==> src/rtl/audio_dac_tx_pkg.sv <==
// Shared widths, FSM encoding and frame-word builder for the DAC transmit path.
package audio_dac_tx_pkg;

  localparam int unsigned SAMPLE_W   = 12;
  localparam int unsigned FRAME_BITS = 16;
  localparam int unsigned BIT_CNT_W  = 5;
  localparam int unsigned DIV_W      = 8;
  localparam int unsigned GAP_W      = 9;

  typedef enum logic [1:0] {
    ST_IDLE  = 2'd0,
    ST_START = 2'd1,
    ST_SHIFT = 2'd2,
    ST_GAP   = 2'd3
  } state_t;

  // Two zero bits, the power-down field, then the sample, MSB first on the wire.
  function automatic logic [FRAME_BITS-1:0] make_frame(input logic [1:0]          pd,
                                                       input logic [SAMPLE_W-1:0] sample);
    return {2'b00, pd, sample};
  endfunction

endpackage

==> src/rtl/audio_dac_tx_sclk_gen.sv <==
// SCLK divider: toggles sclk every CLK_DIV cycles while enabled, parks high otherwise.
module audio_dac_tx_sclk_gen
  import audio_dac_tx_pkg::*;
#(
  parameter int unsigned CLK_DIV = 4
) (
  input  logic clk,
  input  logic reset,
  input  logic en,
  output logic sclk,
  output logic rise_c,
  output logic fall_c
);

  localparam logic [DIV_W-1:0] DIV_LAST = DIV_W'(CLK_DIV - 1);

  logic [DIV_W-1:0] div;
  logic             wrap_c;

  assign wrap_c = en && (div == DIV_LAST);
  assign rise_c = wrap_c && !sclk;
  assign fall_c = wrap_c && sclk;

  always_ff @(posedge clk) begin
    if (reset || !en) begin
      div  <= '0;
      sclk <= 1'b1;
    end else if (wrap_c) begin
      div  <= '0;
      sclk <= ~sclk;
    end else begin
      div  <= div + DIV_W'(1);
    end
  end

endmodule

==> src/rtl/audio_dac_tx.sv <==
// 12-bit sample to DAC121S101-style 3-wire SPI serialiser with a one-entry
// holding register so the next sample can be accepted while a frame shifts.
module audio_dac_tx
  import audio_dac_tx_pkg::*;
#(
  parameter int unsigned CLK_DIV = 4,
  parameter logic [1:0]  PD_MODE = 2'b00
) (
  input  logic                CLOCK,
  input  logic                reset,
  input  logic [SAMPLE_W-1:0] sample_in,
  input  logic                sample_valid,
  output logic                sample_ready,
  output logic                dac_sync,
  output logic                dac_sclk,
  output logic                dac_din,
  output logic                busy,
  output logic                frame_done
);

  localparam logic [GAP_W-1:0]     GAP_LAST = GAP_W'(2 * CLK_DIV - 1);
  localparam logic [BIT_CNT_W-1:0] LAST_BIT = BIT_CNT_W'(FRAME_BITS - 1);

  state_t                state;
  logic [SAMPLE_W-1:0]   hold;
  logic                  hold_full;
  logic [FRAME_BITS-1:0] shreg;
  logic [FRAME_BITS-1:0] frame_c;
  logic [BIT_CNT_W-1:0]  bit_cnt;
  logic [GAP_W-1:0]      gap_cnt;
  logic                  accept_c;
  logic                  load_c;
  logic                  hold_full_nxt_c;
  logic                  sclk_en_c;
  logic                  rise_c;
  logic                  fall_c;

  // A frame starts from IDLE at once, or back-to-back once the gap has elapsed.
  assign accept_c        = sample_valid && sample_ready;
  assign load_c          = hold_full &&
                           ((state == ST_IDLE) || ((state == ST_GAP) && (gap_cnt == GAP_LAST)));
  assign hold_full_nxt_c = accept_c || (hold_full && !load_c);
  assign frame_c         = make_frame(PD_MODE, hold);
  assign sclk_en_c       = (state == ST_START) || (state == ST_SHIFT);

  audio_dac_tx_sclk_gen #(
    .CLK_DIV (CLK_DIV)
  ) u_sclk_gen (
    .clk    (CLOCK),
    .reset  (reset),
    .en     (sclk_en_c),
    .sclk   (dac_sclk),
    .rise_c (rise_c),
    .fall_c (fall_c)
  );

  always_ff @(posedge CLOCK) begin
    if (reset) begin
      state        <= ST_IDLE;
      hold         <= '0;
      hold_full    <= 1'b0;
      shreg        <= '0;
      bit_cnt      <= '0;
      gap_cnt      <= '0;
      sample_ready <= 1'b1;
      dac_sync     <= 1'b1;
      dac_din      <= 1'b0;
      busy         <= 1'b0;
      frame_done   <= 1'b0;
    end else begin
      frame_done   <= 1'b0;
      hold_full    <= hold_full_nxt_c;
      sample_ready <= !hold_full_nxt_c;
      if (accept_c) begin
        hold <= sample_in;
      end
      if (load_c) begin
        state    <= ST_START;
        shreg    <= frame_c;
        bit_cnt  <= '0;
        dac_sync <= 1'b0;
        dac_din  <= frame_c[FRAME_BITS-1];
        busy     <= 1'b1;
      end else begin
        case (state)
          ST_START: begin
            if (fall_c) begin
              state <= ST_SHIFT;
            end
          end
          ST_SHIFT: begin
            // New data goes out on every SCLK rise; the 16th rise closes the frame.
            if (rise_c) begin
              if (bit_cnt == LAST_BIT) begin
                state      <= ST_GAP;
                gap_cnt    <= '0;
                dac_sync   <= 1'b1;
                dac_din    <= 1'b0;
                frame_done <= 1'b1;
              end else begin
                dac_din <= shreg[FRAME_BITS-2];
                shreg   <= {shreg[FRAME_BITS-2:0], 1'b0};
                bit_cnt <= bit_cnt + BIT_CNT_W'(1);
              end
            end
          end
          ST_GAP: begin
            if (gap_cnt == GAP_LAST) begin
              state <= ST_IDLE;
              busy  <= 1'b0;
            end else begin
              gap_cnt <= gap_cnt + GAP_W'(1);
            end
          end
          default: begin
          end
        endcase
      end
    end
  end

endmodule

==> config.mk <==
export PLATFORM = sky130hd
export DESIGN_NAME = audio_dac_tx
export DESIGN_NICKNAME = d
export VERILOG_FILES = /design/src/rtl/audio_dac_tx_pkg.sv /design/src/rtl/audio_dac_tx_sclk_gen.sv /design/src/rtl/audio_dac_tx.sv
export SDC_FILE = /design/constraint.sdc
export NUM_CORES = 1
export LEC_CHECK = 0
export BUFFER_PORTS_ARGS = -buffer_cell sky130_fd_sc_hd__buf_2
export CORE_MARGIN = 3
export CORE_UTILIZATION = 63
export CTS_CLUSTER_SIZE = 12
export DETAILED_ROUTE_END_ITERATION = 12
export GPL_ROUTABILITY_DRIVEN = 0
export PLACE_DENSITY = 0.85
export REMOVE_ABC_BUFFERS = 1
export SYNTH_ARGS = -nofsm -noshare
export SYNTH_HDL_FRONTEND = slang
export SYNTH_SLANG_ARGS = --single-unit
==> constraint.sdc <==
create_clock -name CLOCK -period 4.48 [get_ports CLOCK]
set_input_delay 0.672 -clock CLOCK [delete_from_list [all_inputs] [get_ports CLOCK]]
set_output_delay 0.672 -clock CLOCK [all_outputs]
set_load 0.05 [all_outputs]
## Yosys cells after proc, flatten, opt, wreduce, memory -nomap -nowiden

Index checks and enable logic that the tools add are counted.

- Register bits after elaboration: 58
- Input port bits: 15

- $add $sub $neg: 3
- Equality and inequality tests: 16
- Multiplexer cells: 23
- Bitwise operators: 5
- Reduce and logical (&&, ||, !) cells: 35

Operators by type and width:

| operator | count |
|---|---|
| $mux W12 | 4 |
| $mux W9 | 3 |
| $pmux W9 S2 | 1 |
| $reduce_and A5 Y1 | 3 |
| $reduce_bool A2 Y1 | 6 |
| $mux W1 | 10 |
| $add A9 B1 Y9 const B | 1 |
| $eq A9 B3 Y1 const B | 1 |
| $reduce_and A3 Y1 | 3 |
| $add A8 B1 Y8 const B | 1 |
| $eq A8 B2 Y1 const B | 1 |
| $mux W2 | 4 |
| $ne A2 B2 Y1 const B | 4 |
| $logic_and A1 B1 Y1 | 7 |
| $ne A3 B2 Y1 const B | 2 |
| $ne A3 B3 Y1 const B | 2 |
| $pmux W2 S3 | 1 |
| $add A5 B1 Y5 const B | 1 |
| $eq A5 B4 Y1 const B | 1 |
| $not A1 Y1 | 5 |
| $eq A2 B2 Y1 const B | 2 |
| $logic_not A1 Y1 | 4 |
| $logic_or A1 B1 Y1 | 4 |
| $ne A2 B1 Y1 const B | 2 |
| 7 further kinds | 9 |

## Logic depth before layout (Yosys ltp)

- Word-level depth: 8
- Gate-level depth with buffers: 9
- Mapped depth without buffers: 8

## By module

Synthesis repeated with hierarchy kept, for this count alone.

- Cell total of the unflattened synthesis: 315
- Area total of the unflattened synthesis: 2730.1 sq um

Modules (own cells, without submodules):

| module | times used | cells each | area an instance (sq um) | seq. area each (sq um) |
|---|---|---|---|---|
| audio_dac_tx | 1 | 271 | 2307.2 | 980.9 |
| audio_dac_tx_sclk_gen | 1 | 44 | 422.9 | 180.2 |

## Worst setup path after synthesis

No wires, ideal clock.

- Kind: register to register
- Start point: reg state[0]
- End point: reg gap_cnt[3]
- Setup time: 70 ps
- Arrival time: 2571 ps
- Path slack: 1839 ps
- Cell stages (with the launch flop): 9
- Path buffers: 1
- Clock period less this slack: 2641 ps
- Path through: dfxtp_1 > inv_1 > ha_1 > or4b_1 > o32a_4 > or3_1 > clkbuf_2 > or3_1 > a21oi_1

- Word-level cells in the longest chain between the ends: 6
- Elaborated cells between the ends (all ways): 17
- Those cells by class: 6 x eq/ne; 1 x mux; 1 x bitwise; 9 x reduce/logical

Ends and longest elaborated chain:

| item | line | text |
|---|---|---|
| from (decl) | audio_dac_tx.sv:24 | `state_t state;` |
| from (signal assigned) | audio_dac_tx.sv:59 | `state <= ST_IDLE;` |
| from (signal assigned) | audio_dac_tx.sv:78 | `state <= ST_START;` |
| from (signal assigned) | audio_dac_tx.sv:88 | `state <= ST_SHIFT;` |
| $eq A2 B1 Y1 (tied with other cells) | audio_dac_tx.sv:44 | `assign sclk_en_c = (state == ST_START) \|\| (state == ST_SHIFT);` |
| $logic_or A1 B1 Y1 or $logic_and A1 B1 Y1 (tied branches) | audio_dac_tx.sv:44, audio_dac_tx.sv:41 |  |
| $logic_and A1 B1 Y1 or $logic_or A1 B1 Y1 (tied branches) | audio_dac_tx_sclk_gen.sv:20, audio_dac_tx.sv:41 |  |
| $logic_and A1 B1 Y1 (on tied branches) | audio_dac_tx_sclk_gen.sv:21, audio_dac_tx.sv:40 |  |
| $ne A2 B2 Y1 (no line) or $not A1 Y1 (tied branches) | n/a |  |
| $reduce_and A5 Y1 (no line) | n/a |  |
| to (signal assigned) | audio_dac_tx.sv:112 | `gap_cnt <= gap_cnt + GAP_W'(1);` |
| to (decl) | audio_dac_tx.sv:30 | `logic [GAP_W-1:0] gap_cnt;` |

Parallel ways exist; a longest one is shown, timed or not.
A chain may end at the register's enable or synchronous reset.

## Worst setup path after layout

- Start point: reg state[1]
- End point: reg gap_cnt[3]

Same word-level chain as after synthesis.

==> impl_metrics.csv <==
group,metric,value,unit
outcome,status,"finished clean",
worst_setup_path,critPathKind,"reg -> reg",
synth,synth_compound_area_share,12.0,%
routing,routed_via_density,5.62,
timing,setup_viol,0,
synth,async_flop_share,0,%
clock_network,postCtsSetupBuffers,0,
floorplanning,die_area,0.00487,mm^2
clock_network,clk_latency,0.34,ns
routing,drc,0,
run,maxCapViolations,0,
routing,dr.pass1.iters,4,
floorplanning,die_y,69.8,um
synth,synth_top_family_by_area,"simple AND/OR/NAND/NOR gates",
clock_network,clockRootBuffer,"clkbuf_8",
synth,netlist-cell-type-count,42,
synth,synth-seq-cells,58,
synth,synth_flop_cell,"dfxtp_1",
timing,fin_worst_skew,0.00749,ns
pwr,power.leakage,1.08,nW
worst_setup_path,crit_chain,"inv_1 -> ha_1 -> or4b_1 -> o32a_4 -> or3_1 -> or3_1 -> a21oi_1",
timing,whs,0.455,ns
synth,synthMuxAreaShare,6.68,%
floorplanning,fp-row-count,22,
pwr,p_int,0.887,mW
grt,overflow,0,
synth,yosys_warnings,0,
final_layout,nNetsFinal,331,
placed_design,portBuffers,20,
pwr,p_sw_share,29.7,%
worst_setup_path,critPathMaxFanout,6,
worst_setup_path,crit_family,"simple AND/OR/NAND/NOR gates",
worst_setup_path,cpMostUsedCell,"or3_1",
clock_network,cts_buffers,9,
clock_network,clockBufferDepth,2,
worst_setup_path,worstSetupEndpointType,"register",
clock_network,cts_tree,"yes",
routing,postRouteAntennaNets,0,
routing,routed_wirelength,4740,um
pwr,p_sw,0.374,mW
routing,drtIter0Drc,107,
pwr,pwr-share-seq,46.9,%
worst_setup_path,cp-start-kind,"register",
synth,synth_xor_area_share,5.46,%
synth,syn_area,0.00256,mm^2
worst_setup_path,cp_slowest_cell,"or4b_1",
routing,vias,2005,
clock_network,clock-sinks,58,
clock_network,h-tree-depth,3,
synth,synth_edf_count,0,
floorplanning,die_w,69.8,um
worst_setup_path,reg2reg_slack,1.61,ns
worst_setup_path,cp.arrival,3.13,ns
timing,finalHoldViolations,0,
worst_setup_path,slowest_delay,0.52,ns
routing,wl_per_cell,13.3,um
final_layout,area_delta_synth_final,11.8,%
worst_hold_path,hold_path_class,"reg -> reg",
grt,grt_pass1_wl,8020,um
pwr,powerDensity,440,mW/mm^2
timing,fin_crit_sh,64.1,%
clock_network,cts-resized-gates,0,
synth,synth_seq_area_share,45.3,%
grt,grt_antenna_before_repair,0,
grt,grtUsageTotal,20.8,%
synth,synth.area.top_cells,"dfxtp_1, mux2i_1, nor2_1",
synth,synth-simple-area-share,22.3,%
synth,syn_inst,285,
timing,slew_violations,0,
clock_network,ctsHoldBuffers,0,
placed_design,dp_hpwl,3140,um
timing,worst_pin_slew,1.13,ns
timing,rsz0062_at_grt,"false",
pwr,clkPwrFrac,32.9,%
worst_setup_path,worst-path-buf-inv,1,
synth,synth_top_area_cell,"dfxtp_1",
synth,synthAdderAreaFrac,5.37,%
floorplanning,io_pins,21,
timing,slew_headroom,24.6,%
synth,yosysTopAreaCellShare,45.3,%
floorplanning,start_util,67.5,%
synth,syn_avg_cell_area,9.00,um^2
pwr,ir_drop,0.344,mV
grt,grt_pass1_vias,1879,
grt,grt_max_degree,31,
timing,tns,0,ns
timing,fmax,348,MHz
worst_setup_path,worstPathRequired,4.74,ns
final_layout,antenna_cells,0,
final_layout,drive_above_1_share,14.9,%
timing,post-route-min-period,2.87,ns
floorplanning,core-area,0.00380,mm^2
clock_network,clk_pin_slew_worst_paths,0.06,ns
pwr,p_comb_share,20.1,%
state kept, by name, summed over array words and instances, names as in the netlist:
| register | cells |
|---|---|
| hold_full | 1 |
| sample_ready | 1 |
| dac_sync | 1 |
| dac_din | 1 |
| gap_cnt | 9 |
| state | 2 |
| u_sclk_gen.sclk | 1 |
| shreg | 15 |
| u_sclk_gen.div | 8 |
| frame_done | 1 |
| bit_cnt | 5 |
| hold | 12 |
| busy | 1 |
cell usage after synthesis (2+ instances only):
| library cell | number |
|---|---|
| xor2_1 | 9 |
| nor3_1 | 5 |
| and3_1 | 4 |
| ha_1 | 11 |
| nand2b_1 | 3 |
| nand2_1 | 36 |
| mux2i_1 | 16 |
| and2_1 | 2 |
| inv_1 | 7 |
| buf_2 | 2 |
| clkbuf_1 | 9 |
| nor2_1 | 39 |
| xnor2_1 | 7 |
| nor4_1 | 4 |
| a21oi_1 | 20 |
| o21ai_0 | 4 |
| or3_1 | 3 |
| a31oi_1 | 2 |
| nand3_1 | 7 |
| dfxtp_1 | 58 |
| nor2b_1 | 2 |
| a211oi_1 | 12 |
| nor4b_1 | 4 |
per-stage QoR:
step	std cells	util (%)	setup WS (ns)	area [um^2]	power (mW)
after CTS	357	75.5	1.61	2870	1.27
final	357	75.5	1.61	2870	1.26
after floorplan	273	-	-0.0560	2520	0.788
after detailed placement	342	71.0	1.66	2700	0.851
after global placement	342	71.0	1.70	2700	0.842
after global routing	357	75.5	1.29	2870	1.33
worst register-to-register path: stages, from the launching register on:
cell	delay, ns
dfxtp_1	0.42
inv_1	0.13
ha_1	0.34
or4b_1	0.52
o32a_4	0.42
or3_1	0.45
or3_1	0.38
a21oi_1	0.13
metal layers:
layer  track usage (%)  share of wire [%]  vias up
li1                  -                  -     1027
met1              24.2                 46      933
met2              34.1                 47       33
met3              5.80                3.7       12
met4              11.7                2.7        0
met5                 0                  0        -
cell type report:
| cell class | instances | area, um^2 |
|---|---|---|
| Timing Repair Buffer | 21 | 108 |
| Multi-Input combinational cell | 208 | 1340 |
| Sequential cell | 58 | 1160 |
| Clock buffer | 12 | 155 |
| Clock inverter | 3 | 15.0 |
| Inverter | 7 | 26.3 |
| Fill cell | 274 | 932 |
| Tap cell | 48 | 60.1 |
layout by cell type, fill, tap and decap left out, drive strengths merged, types with 5 or more instances in the layout:
cell type and n:
nand2 36, inv 7, nor3 5, ha 11, clkbuf 12, dfxtp 58, mux2i 16, buf 21
xor2 9, a211oi 12, nand3 7, and3 5, nor2 39, xnor2 7, a21oi 20
path summary, 6_finish.rpt:
kind                                             from                 endpoint  cells after the start
worst min register to register   hold[5]$_SDFFE_PP0P_     hold[5]$_SDFFE_PP0P_                      2
worst max register to register  state[1]$_SDFFE_PP0P_  gap_cnt[3]$_SDFFE_PP0P_                      7
worst min-delay path             hold[5]$_SDFFE_PP0P_     hold[5]$_SDFFE_PP0P_                      2
worst max-delay path            state[1]$_SDFFE_PP0P_  gap_cnt[3]$_SDFFE_PP0P_                      7
power by group through the flow:
stage	Sequential [mW]	Clock, mW	Combinational [mW]
3_3_place_gp	0.597	0	0.245
5_1_grt	0.597	0.450	0.283
4_1_cts	0.591	0.424	0.254
2_1_floorplan	0.607	0	0.181
6_report	0.592	0.415	0.254
3_5_place_dp	0.599	0	0.252
logic make-up after synthesis:
kind of cell / after synthesis
buffers and inverters: 19
adder cells (fa/ha/maj): 11
multiplexers: 17
AO/OA/AOI/OAI: 45
flip-flops: 58
AND/OR/NAND/NOR: 119
XOR/XNOR: 16
(Power assumes the default switching activity.)
